[src/rtl/ctrl_status_disp.sv]
// ---------------------------------------------------------------------------
// ctrl_status_disp
//
// Front-panel status display driver for the multicycle CPU. Once per display
// frame it snapshots the controller status (state, instruction type, opcode
// code and stage). It decodes each field into a 7-segment glyph and scans the
// four digits of a common-anode multiplexed display.
//
// Digit assignment (an_n bit = digit index):
//   digit 3 : instruction type   (n, r, J, I)
//   digit 2 : opcode code        (0, L, S, A, U, a, o, J)
//   digit 1 : stage              (1..5 for IF..WB)
//   digit 0 : raw controller state as a hex glyph; dp lit for state 4'hF
// An out-of-range type, code or stage shows a dash and raises code_err.
//
// Parameters
//   SCAN_DIV   : clk cycles each digit stays lit (2..65535)
//
// Ports
//   clk        : system clock (same clock as the controller)
//   rst        : asynchronous, active-high reset
//   state      : controller FSM state code
//   insn_type  : instruction type code
//   insn_code  : opcode code
//   insn_stage : pipeline stage code
//   seg_n      : segments {g,f,e,d,c,b,a}, active-low, registered
//   dp_n       : decimal point, active-low, registered
//   an_n       : digit enables, active-low one-hot, registered
//   code_err   : current snapshot holds an invalid field, registered
//
// Build option
//   CTRL_DISP_BLINK_EN : when defined, digits whose field is in error are
//                        blanked during the second half of every 64-frame
//                        period. When undefined they show a steady dash.
// ---------------------------------------------------------------------------
module ctrl_status_disp #(
  parameter logic [15:0] SCAN_DIV = 16'd50000
) (
  input  logic       clk,
  input  logic       rst,
  input  logic [3:0] state,
  input  logic [3:0] insn_type,
  input  logic [3:0] insn_code,
  input  logic [2:0] insn_stage,
  output logic [6:0] seg_n,
  output logic       dp_n,
  output logic [3:0] an_n,
  output logic       code_err
);

  // Active-high glyph patterns, bit order {g,f,e,d,c,b,a}.
  localparam logic [6:0] GLYPH_ZERO = 7'h3F;
  localparam logic [6:0] GLYPH_UA   = 7'h77;
  localparam logic [6:0] GLYPH_LA   = 7'h5F;
  localparam logic [6:0] GLYPH_R    = 7'h50;
  localparam logic [6:0] GLYPH_J    = 7'h1E;
  localparam logic [6:0] GLYPH_I    = 7'h06;
  localparam logic [6:0] GLYPH_N    = 7'h54;
  localparam logic [6:0] GLYPH_L    = 7'h38;
  localparam logic [6:0] GLYPH_S    = 7'h6D;
  localparam logic [6:0] GLYPH_U    = 7'h3E;
  localparam logic [6:0] GLYPH_O    = 7'h5C;
  localparam logic [6:0] GLYPH_DASH = 7'h40;

  localparam logic [15:0] PRE_LAST = SCAN_DIV - 16'd1;

  // Hex digit glyphs 0..F, used for the raw state digit.
  function automatic logic [6:0] hexGlyph(input logic [3:0] value);
    logic [6:0] glyph;
    case (value)
      4'h0:    glyph = 7'h3F;
      4'h1:    glyph = 7'h06;
      4'h2:    glyph = 7'h5B;
      4'h3:    glyph = 7'h4F;
      4'h4:    glyph = 7'h66;
      4'h5:    glyph = 7'h6D;
      4'h6:    glyph = 7'h7D;
      4'h7:    glyph = 7'h07;
      4'h8:    glyph = 7'h7F;
      4'h9:    glyph = 7'h6F;
      4'hA:    glyph = 7'h77;
      4'hB:    glyph = 7'h7C;
      4'hC:    glyph = 7'h39;
      4'hD:    glyph = 7'h5E;
      4'hE:    glyph = 7'h79;
      default: glyph = 7'h71;
    endcase
    return glyph;
  endfunction

  // Field decoders return {error, glyph}; an error always shows a dash.
  function automatic logic [7:0] typeDecode(input logic [3:0] code);
    logic [7:0] result;
    case (code)
      4'd0:    result = {1'b0, GLYPH_N};
      4'd1:    result = {1'b0, GLYPH_R};
      4'd2:    result = {1'b0, GLYPH_J};
      4'd3:    result = {1'b0, GLYPH_I};
      default: result = {1'b1, GLYPH_DASH};
    endcase
    return result;
  endfunction

  function automatic logic [7:0] codeDecode(input logic [3:0] code);
    logic [7:0] result;
    case (code)
      4'd0:    result = {1'b0, GLYPH_ZERO};
      4'd1:    result = {1'b0, GLYPH_L};
      4'd2:    result = {1'b0, GLYPH_S};
      4'd3:    result = {1'b0, GLYPH_UA};
      4'd4:    result = {1'b0, GLYPH_U};
      4'd5:    result = {1'b0, GLYPH_LA};
      4'd6:    result = {1'b0, GLYPH_O};
      4'd7:    result = {1'b0, GLYPH_J};
      default: result = {1'b1, GLYPH_DASH};
    endcase
    return result;
  endfunction

  // Stages are shown 1-based (IF=1 .. WB=5) to match the panel legend.
  function automatic logic [7:0] stageDecode(input logic [2:0] code);
    logic [7:0] result;
    case (code)
      3'd0:    result = {1'b0, 7'h06};
      3'd1:    result = {1'b0, 7'h5B};
      3'd2:    result = {1'b0, 7'h4F};
      3'd3:    result = {1'b0, 7'h66};
      3'd4:    result = {1'b0, 7'h6D};
      default: result = {1'b1, GLYPH_DASH};
    endcase
    return result;
  endfunction

  // Scan timing state
  logic [15:0] r_pre;
  logic [1:0]  r_idx;

  // Status snapshot, held for a whole frame
  logic [3:0]  r_snapState;
  logic [3:0]  r_snapType;
  logic [3:0]  r_snapCode;
  logic [2:0]  r_snapStage;

  // Registered display outputs
  logic [6:0]  r_seg;
  logic        r_dp;
  logic [3:0]  r_an;
  logic        r_codeErr;

  logic        w_tc;
  logic        w_frameEdge;
  logic [1:0]  w_idxNext;
  logic [3:0]  w_snapStateNext;
  logic [3:0]  w_snapTypeNext;
  logic [3:0]  w_snapCodeNext;
  logic [2:0]  w_snapStageNext;
  logic [7:0]  w_typeDec;
  logic [7:0]  w_codeDec;
  logic [7:0]  w_stageDec;
  logic        w_errNext;
  logic [6:0]  w_glyphNext;
  logic        w_blankNext;
  logic [3:0]  w_anNext;
  logic        w_dpNext;

  assign w_tc        = (r_pre == PRE_LAST);
  assign w_frameEdge = w_tc && (r_idx == 2'd3);
  assign w_idxNext   = r_idx + 2'd1;

  // The output registers load from the snapshot as it will be after this
  // edge. Digit 0 of a new frame therefore already reflects the inputs
  // sampled on the same frame-boundary edge.
  assign w_snapStateNext = w_frameEdge ? state      : r_snapState;
  assign w_snapTypeNext  = w_frameEdge ? insn_type  : r_snapType;
  assign w_snapCodeNext  = w_frameEdge ? insn_code  : r_snapCode;
  assign w_snapStageNext = w_frameEdge ? insn_stage : r_snapStage;

  assign w_typeDec  = typeDecode(w_snapTypeNext);
  assign w_codeDec  = codeDecode(w_snapCodeNext);
  assign w_stageDec = stageDecode(w_snapStageNext);
  assign w_errNext  = w_typeDec[7] | w_codeDec[7] | w_stageDec[7];

  // Pick the glyph for the digit that becomes active at the next TC.
  always_comb begin
    w_glyphNext = hexGlyph(w_snapStateNext);
    case (w_idxNext)
      2'd1:    w_glyphNext = w_stageDec[6:0];
      2'd2:    w_glyphNext = w_codeDec[6:0];
      2'd3:    w_glyphNext = w_typeDec[6:0];
      default: w_glyphNext = hexGlyph(w_snapStateNext);
    endcase
  end

`ifdef CTRL_DISP_BLINK_EN
  logic [5:0] r_frm;
  logic [5:0] w_frmNext;
  logic       w_fieldErr;

  // Blink phase follows the frame count as it will be after this edge, so the
  // first digit of frame 32 is already blanked.
  assign w_frmNext = w_frameEdge ? (r_frm + 6'd1) : r_frm;

  // Error flag of the field shown in the upcoming slot; the state digit
  // can never be in error.
  always_comb begin
    w_fieldErr = 1'b0;
    case (w_idxNext)
      2'd1:    w_fieldErr = w_stageDec[7];
      2'd2:    w_fieldErr = w_codeDec[7];
      2'd3:    w_fieldErr = w_typeDec[7];
      default: w_fieldErr = 1'b0;
    endcase
  end

  assign w_blankNext = w_errNext && w_frmNext[5] && w_fieldErr;

  // Frame counter, only needed to time the blink.
  always_ff @(posedge clk or posedge rst) begin
    if (rst) begin
      r_frm <= 6'd0;
    end else if (w_frameEdge) begin
      r_frm <= r_frm + 6'd1;
    end
  end
`else
  assign w_blankNext = 1'b0;
`endif

  assign w_anNext = w_blankNext ? 4'b1111 : ~(4'b0001 << w_idxNext);
  assign w_dpNext = !((w_idxNext == 2'd0) && (w_snapStateNext == 4'hF));

  // Prescaler and digit index: one digit slot every SCAN_DIV cycles.
  always_ff @(posedge clk or posedge rst) begin
    if (rst) begin
      r_pre <= 16'd0;
      r_idx <= 2'd0;
    end else if (w_tc) begin
      r_pre <= 16'd0;
      r_idx <= w_idxNext;
    end else begin
      r_pre <= r_pre + 16'd1;
    end
  end

  // Snapshot and error flag change only at the frame boundary so that all
  // four digits of a frame describe the same controller status.
  always_ff @(posedge clk or posedge rst) begin
    if (rst) begin
      r_snapState <= 4'd0;
      r_snapType  <= 4'd0;
      r_snapCode  <= 4'd0;
      r_snapStage <= 3'd0;
      r_codeErr   <= 1'b0;
    end else if (w_frameEdge) begin
      r_snapState <= state;
      r_snapType  <= insn_type;
      r_snapCode  <= insn_code;
      r_snapStage <= insn_stage;
      r_codeErr   <= w_errNext;
    end
  end

  // Display outputs reload together on each TC, so an_n steps directly
  // from one one-hot-low value to the next and never shows two digits.
  always_ff @(posedge clk or posedge rst) begin
    if (rst) begin
      r_an  <= 4'b1110;
      r_seg <= ~GLYPH_ZERO;
      r_dp  <= 1'b1;
    end else if (w_tc) begin
      r_an  <= w_anNext;
      r_seg <= ~w_glyphNext;
      r_dp  <= w_dpNext;
    end
  end

  assign seg_n    = r_seg;
  assign dp_n     = r_dp;
  assign an_n     = r_an;
  assign code_err = r_codeErr;

endmodule

[config.mk]
export PLATFORM = sky130hd
export DESIGN_NAME = ctrl_status_disp
export DESIGN_NICKNAME = d
export VERILOG_FILES = /design/src/rtl/ctrl_status_disp.sv
export SDC_FILE = /design/constraint.sdc
export NUM_CORES = 1
export LEC_CHECK = 0
export ABC_AREA = 1
export BUFFER_PORTS_ARGS = -buffer_cell sky130_fd_sc_hd__buf_2
export CAP_MARGIN = 20
export CORE_MARGIN = 8
export CORE_UTILIZATION = 59
export CTS_CLUSTER_DIAMETER = 80
export CTS_CLUSTER_SIZE = 10
export DETAILED_ROUTE_END_ITERATION = 16
export PLACE_DENSITY = 0.8
export SLEW_MARGIN = 10
export SYNTH_ARGS = -nofsm -noshare
export SYNTH_HDL_FRONTEND = slang
export SYNTH_SLANG_ARGS = --single-unit
export TNS_END_PERCENT = 50
[constraint.sdc]
create_clock -name clk -period 2.7 [get_ports clk]
set_input_delay 0.135 -clock clk [delete_from_list [all_inputs] [get_ports clk]]
set_output_delay 0.135 -clock clk [all_outputs]
set_load 0.01 [all_outputs]
* Word-level counts from Yosys, hierarchy flattened
Memories as Yosys holds them, arrays and structs flattened.
Index checks and enable logic that the tools add are counted.
** Operators by class
- Add/sub/neg operators :: 2
- $mul :: 0
- Divide/modulo/power cells :: 0
- Order comparisons :: 0
- Equality and inequality tests :: 13
- Shifts and indexed selects :: 1
- Mux-type cells :: 9
- Bitwise logic cells :: 4
- Reductions and logical operators :: 6
** Operators by type and width (number)
- $pmux W8 S5 :: 1
- $pmux W8 S4 :: 1
- $pmux W7 S3 :: 1
- $add A16 B1 Y16 const B :: 1
- $eq A16 B16 Y1 const B :: 1
- $mux W16 :: 1
- $mux W4 :: 3
- $eq A4 B2 Y1 const B :: 2
- $mux W8 :: 1
- $not A7 Y7 :: 1
- $eq A2 B2 Y1 const B :: 3
- $eq A3 B2 Y1 const B :: 2
- $eq A4 B1 Y1 const B :: 1
- $eq A4 B4 Y1 const B :: 1
- $logic_not A4 Y1 :: 1
- $not A4 Y4 :: 1
- $shl A1 B2 Y4 const A :: 1
- $eq A3 B1 Y1 const B :: 1
- $eq A3 B3 Y1 const B :: 1
- $logic_not A3 Y1 :: 1
- $mux W3 :: 1
- $add A2 B1 Y2 const B :: 1
- $eq A2 B1 Y1 const B :: 1
- $logic_and A1 B1 Y1 :: 2
- other kinds (3) :: 4
** Storage, ports and cells
- Register bits after elaboration :: 46
- Latch bits :: 0
- Bits in writable memories :: 0
- Bits in read-only memories :: 168
- Output and inout port bits :: 13
- Word-level logic and storage cells :: 47
- Memories kept :: 2
** Memory list
- (name not given) :: depth 16, bits a word 7, rd ports 1, clocked after Yosys merged registers in 0, write ports 0, RTL line 70 : case (value)
- (name not given) :: depth 8, bits a word 7, rd ports 1, clocked after Yosys merged registers in 0, write ports 0, RTL line 106 : case (code)

* Longest topological paths before layout
- Depth after elaboration :: 7
- Gate-level depth with buffers :: 19
- Depth with buffers taken out :: 18

* Worst setup path after synthesis
Ideal clock, no wire load.
- Kind :: register to register
- Start :: register r_pre[0]
- End :: register r_seg[3], in the netlist seg_n[3]
- Arrival :: 2294 ps
- Data required time :: 2583 ps
- Path slack :: 288 ps
- Cell stages (with the launch flop) :: 15
- Path buffers :: 1
- Clock period less this slack :: 2412 ps
- Cell sequence :: dfrtp_1 ha_1 nand3_2 nor2_4 nand3_1 buf_2 o21ai_2 inv_1 ha_1 nand3b_1 nand3_1 nand3_1 nand2_1 nor2_1 nor2_1
** Between the ends
- Elaborated cells between the ends (all ways) :: 22
- Classes of those cells :: eq/ne: 8; mux: 8; bitwise: 1; reduce/logical: 3; memory: 2
** RTL lines
- from (decl) :: RTL line 135 : logic [15:0] r_pre;
- from (signal assigned) :: RTL line 241 : r_pre <= r_pre + 16'd1;
- $eq A16 B16 Y1 :: RTL line 166 : assign w_tc = (r_pre == PRE_LAST);
- $logic_and A1 B1 Y1 :: RTL line 167 : assign w_frameEdge = w_tc && (r_idx == 2'd3);
- $mux W4
- via w_snapStateNext[0] :: RTL line 153 : logic [3:0] w_snapStateNext;
- $mem_v2 Z16 W7
- $pmux W7 S3 :: RTL line 186 : case (w_idxNext)
- $not A7 Y7 :: RTL line 272 : r_seg <= ~w_glyphNext;
- to (signal assigned) :: RTL line 268 : r_seg <= ~GLYPH_ZERO;
- to (signal assigned) :: RTL line 272
- to (decl) :: RTL line 145 : logic [6:0] r_seg;
The timed path passes the listed nets, and every way through them passes these cells.
A chain may end at the register's enable or synchronous reset.

* Final worst setup path
- Start :: register r_pre[0]
- End :: register r_seg[1], in the netlist seg_n[1]
** Between the ends
- Longest elaborated chain between the ends :: 7
- Elaborated cells between the ends (all ways) :: 22
- Classes of those cells :: eq/ne: 8; mux: 8; bitwise: 1; reduce/logical: 3; memory: 2
** Ends and longest elaborated chain
- $eq A16 B16 Y1 :: RTL line 166
- $logic_and A1 B1 Y1 :: RTL line 167
- $mux W4
- via w_snapCodeNext[1] :: RTL line 155 : logic [3:0] w_snapCodeNext;
- $mem_v2 Z8 W7
- $mux W8 :: RTL line 106
- $pmux W7 S3 :: RTL line 186
- $not A7 Y7 :: RTL line 272
The timed path passes the listed nets, and every way through them passes these cells.

==> impl_summary.txt <==
----------------------------------------------------
[Power]
  Worst-case vdd ir drop ... ~0.28 mV
  Static leakage power ... around 1.8 nW
  Overall power after layout ... between 1 and 1.5 mW
  Power density over cell area ... between 300 and 400 mW/mm2

[Worst setup path]
  Cell at the slowest stage of the critical path ... dfrtp_1
  Most frequent CP cell ... nand2_1
  Arrival time at the worst endpoint ... ~2.7 ns
  CP Capture Type ... flop
  Critical Setup Path Class ... flop to flop
  Family of cells with the greatest summed delay on the critical path ... simple AND/OR/NAND/NOR gates
  Count of buffering cells on the critical path with inverters included ... 3
  Worst Path Max Fanout ... 8
  Type of element launching the critical path ... flop
  Critical path's largest stage delay ... approximately 0.4 ns
  WP data required ... approximately 2.9 ns
  CP Cell Sequence ... ha_1, nand3_2, nor2_4, nand3_1, buf_4, nand2_1, nand2_1, inv_1, ha_1, inv_1, nand2_1, nand3_1, nand3b_1, nand2_1, nand2_1, nand2_1

[Global route]
  Global-route wire length before repair ... 11.91 mm
  Initial antenna violation count ... 0
  Via count of the first global-routing pass ... between 2000 and 3000
  Overflow after GRT ... 0
  Pin count of the biggest net entering global routing ... 47
  Overall Global Routing Usage ... approximately a fifth

[Outcome]
  Outcome ... finished, final reports clean

[Cells and area]
  Final nets ... between 400 and 500
  Count of filler cells inserted in the layout ... slightly below 400
  Post-layout utilization of the core ... a little over two thirds
  Proportion of layout cells with a drive suffix above 1 ... between 15 and 20%
  Area grow syn2layout ... 14.74%
  Antenna Diode Count ... 0

[Timing]
  Summed negative setup slack over all endpoints ... 0 ns
  Fraction of the cycle the final worst path needs ... around 92%
  Worst-Margin Slew ... 0.4816 ns
  Highest clock frequency the design can meet ... 404.0 MHz
  Number of max-slew violations in the final report ... 0
  Count of final hold-check violations ... 0
  RSZ-0062 raised after global routing ... false
  Worst slew margin ... between 60 and 70%
  Post-Route Skew ... around 0.0080 ns
  Final worst path period need ... approximately 2.5 ns
  Count of final setup violators ... 0
  Post-route worst hold slack ... between 0.09 and 0.1 ns

[Clock network]
  CTS tree ... done
  Number of buffers inserted by post-CTS setup repair ... 0
  CTS H-tree lvls ... 2
  Clock net sink count ... 46
  Root buf cell ... clkbuf_8
  Clock transition time at the flip-flop clock pins of the worst setup and hold paths ... approximately 0.09 ns
  Maximum count of clock buffers along a single path ... 2
  Number of buffers created by CTS ... 5
  Clock insertion delay at the later pin of the skew report ... ~0.31 ns
  Gates resized, CTS repair ... 0

[Floorplanning]
  Die Y ... about 86 um
  Floorplan die width ... about 86 um
  Starting density of the core ... a little over 60%
  Cell row count ... 25
  Area of the core ... roughly 0.0047 mm2
  Area enclosed by the die boundary ... roughly 0.0074 mm2
  Boundary Pins ... 30

[Synth]
  Post-synth EDFFs ... 0
  Share of synthesized registers carrying an async set or reset ... 100.0%
  Number of library cell types mapped by synthesis ... 30
  Ys flop type ... dfrtp_1
  Leading post-synthesis cells by instance count ... nand2_1, inv_1, dfrtp_1, nor2_1, nand3_1
  Mean instance size in the synthesized netlist ... between 7 and 8 um2
  Yosys top cell area share ... between 30 and 40%
  Most used standard cell by instance count after synthesis ... nand2_1
  Total of warnings raised by yosys ... 0
  Number of synthesized register bits ... between 40 and 50
  Share of the yosys chip area belonging to registers ... about 40%
  Mapped cell area ... ~0.0029 mm2
  Cell accounting for the most synthesized area ... dfrtp_1
  Cells taking the most area after synthesis ... dfrtp_1, nand2_1, ha_1, inv_1, nor2_1
  Syn_nets ... approximately 420
  Gate Count Post-Synth ... between 300 and 400

[Drt]
  Post-detailed-route via-to-cell ratio ... 5.174
  First drt pass iteration count ... 5
  DRC Markers ... 0
  Antenna violation net count after detailed routing ... 0
  Avg WL per Cell ... ~14 um
  Number of DRC markers in iteration 0 ... roughly 180
  Total detailed-routing wirelength ... slightly below 7 mm
  Via count ... 2592

[Hold path]
  Min-Delay Path Class ... input port to flop

[Placed design]
  Final weighted congestion of routability-driven global placement ... between 0.9 and 1
  Port buffer count ... 29
  Detailed-placement wirelength estimate ... between 5 and 6 mm

[Flow run]
  Total of max-cap violations ... 0

----------------------------------------------------
[cells by family after synthesis]
kind of cell	share of synthesized area [%]
and+or+nand+nor	34.13
buffers and inverters	9.522
DFF	40.22
AOI/OAI and AO/OA	5.870
adders and majority gates	7.826
xor gates and xnor gates	2.435
[sequential cells by signal, indices dropped and copies added (netlist names)]
register     cells
r_pre           16
an_n             4
code_err         1
r_snapStage      3
r_snapCode       4
r_idx            2
seg_n            7
dp_n             1
r_snapState      4
r_snapType       4
[worst paths after layout]
check	start	slack (ns)	cells after the start	to
setup reg to reg	r_pre[0]	0.23	16	seg_n[1]
hold reg to reg	r_pre[0]	0.48	1	r_pre[0]
min in group asynchronous	rst	0.31	3	r_snapState[3]
setup / recovery	r_pre[0]	0.23	16	seg_n[1]
hold / removal	state[0]	0.1	3	r_snapState[0]
max in group asynchronous	rst	1.85	4	an_n[3]
[tightest hold or removal path, stage by stage]
cell     delay (ns)
buf_2          0.09
inv_1          0.06
o21ai_2        0.07
[through the flow]
step / area, um2 / worst slack [ns] / std cells
finish: 3302 / 0.2251 / 501
CTS: 3272 / 0.2486 / 499
global placement: 3162 / 0.3922 / 491
floorplan: 2878 / 0.2885 / 389
global route: 3302 / 0.05680 / 501
detailed placement: 3162 / 0.2968 / 491
[metal layers]
layer  share of wire [%]  global-route usage, %
met5                   0                      0
met4                 1.8                  7.166
met3                 4.2                  4.202
met2                  50                  35.19
met1                  44                  24.14
[cell type report]
cell class | count | area, um2 | share of cell area, %
clock inverters | 2 | 37.54 | 1.137
well taps | 67 | 83.83 | 2.539
flip-flops and latches | 46 | 1157 | 35.05
multi-input cells | 275 | 1446 | 43.80
clock buffers | 6 | 72.57 | 2.198
repair buffers | 44 | 272.8 | 8.261
inverters | 61 | 231.5 | 7.010
[layout by cell type (no fill, tap or decap), drive strengths merged]
| cell type | instances |
|---|---|
| bufinv | 1 |
| nor3 | 2 |
| o21ai | 15 |
| a21oi | 11 |
| buf | 43 |
| nand2 | 119 |
| nand3b | 3 |
| xnor2 | 2 |
| dfstp | 5 |
| nor4 | 1 |
| nor2 | 47 |
| a2bb2oi | 1 |
| nand3 | 30 |
| ha | 18 |
| clkbuf | 6 |
| o31ai | 1 |
| inv | 61 |
| o211ai | 1 |
| dlygate4sd3 | 1 |
| dfrtp | 41 |
| clkinvlp | 1 |
| nand4 | 18 |
| xor2 | 6 |
[where the power goes]
part,internal (mW),total (mW),switching (mW)
clock network,0.276,0.522,0.245
logic,0.0132,0.0341,0.0209
registers,0.689,0.689,0
[timing repair]
item / 4_1_cts / 5_1_grt
hold buffers: 0 / 1
hold endpoints to repair: 0 / 11
setup endpoints to repair: 0 / 0
Note: power is estimated with default switching activity, not from simulation.
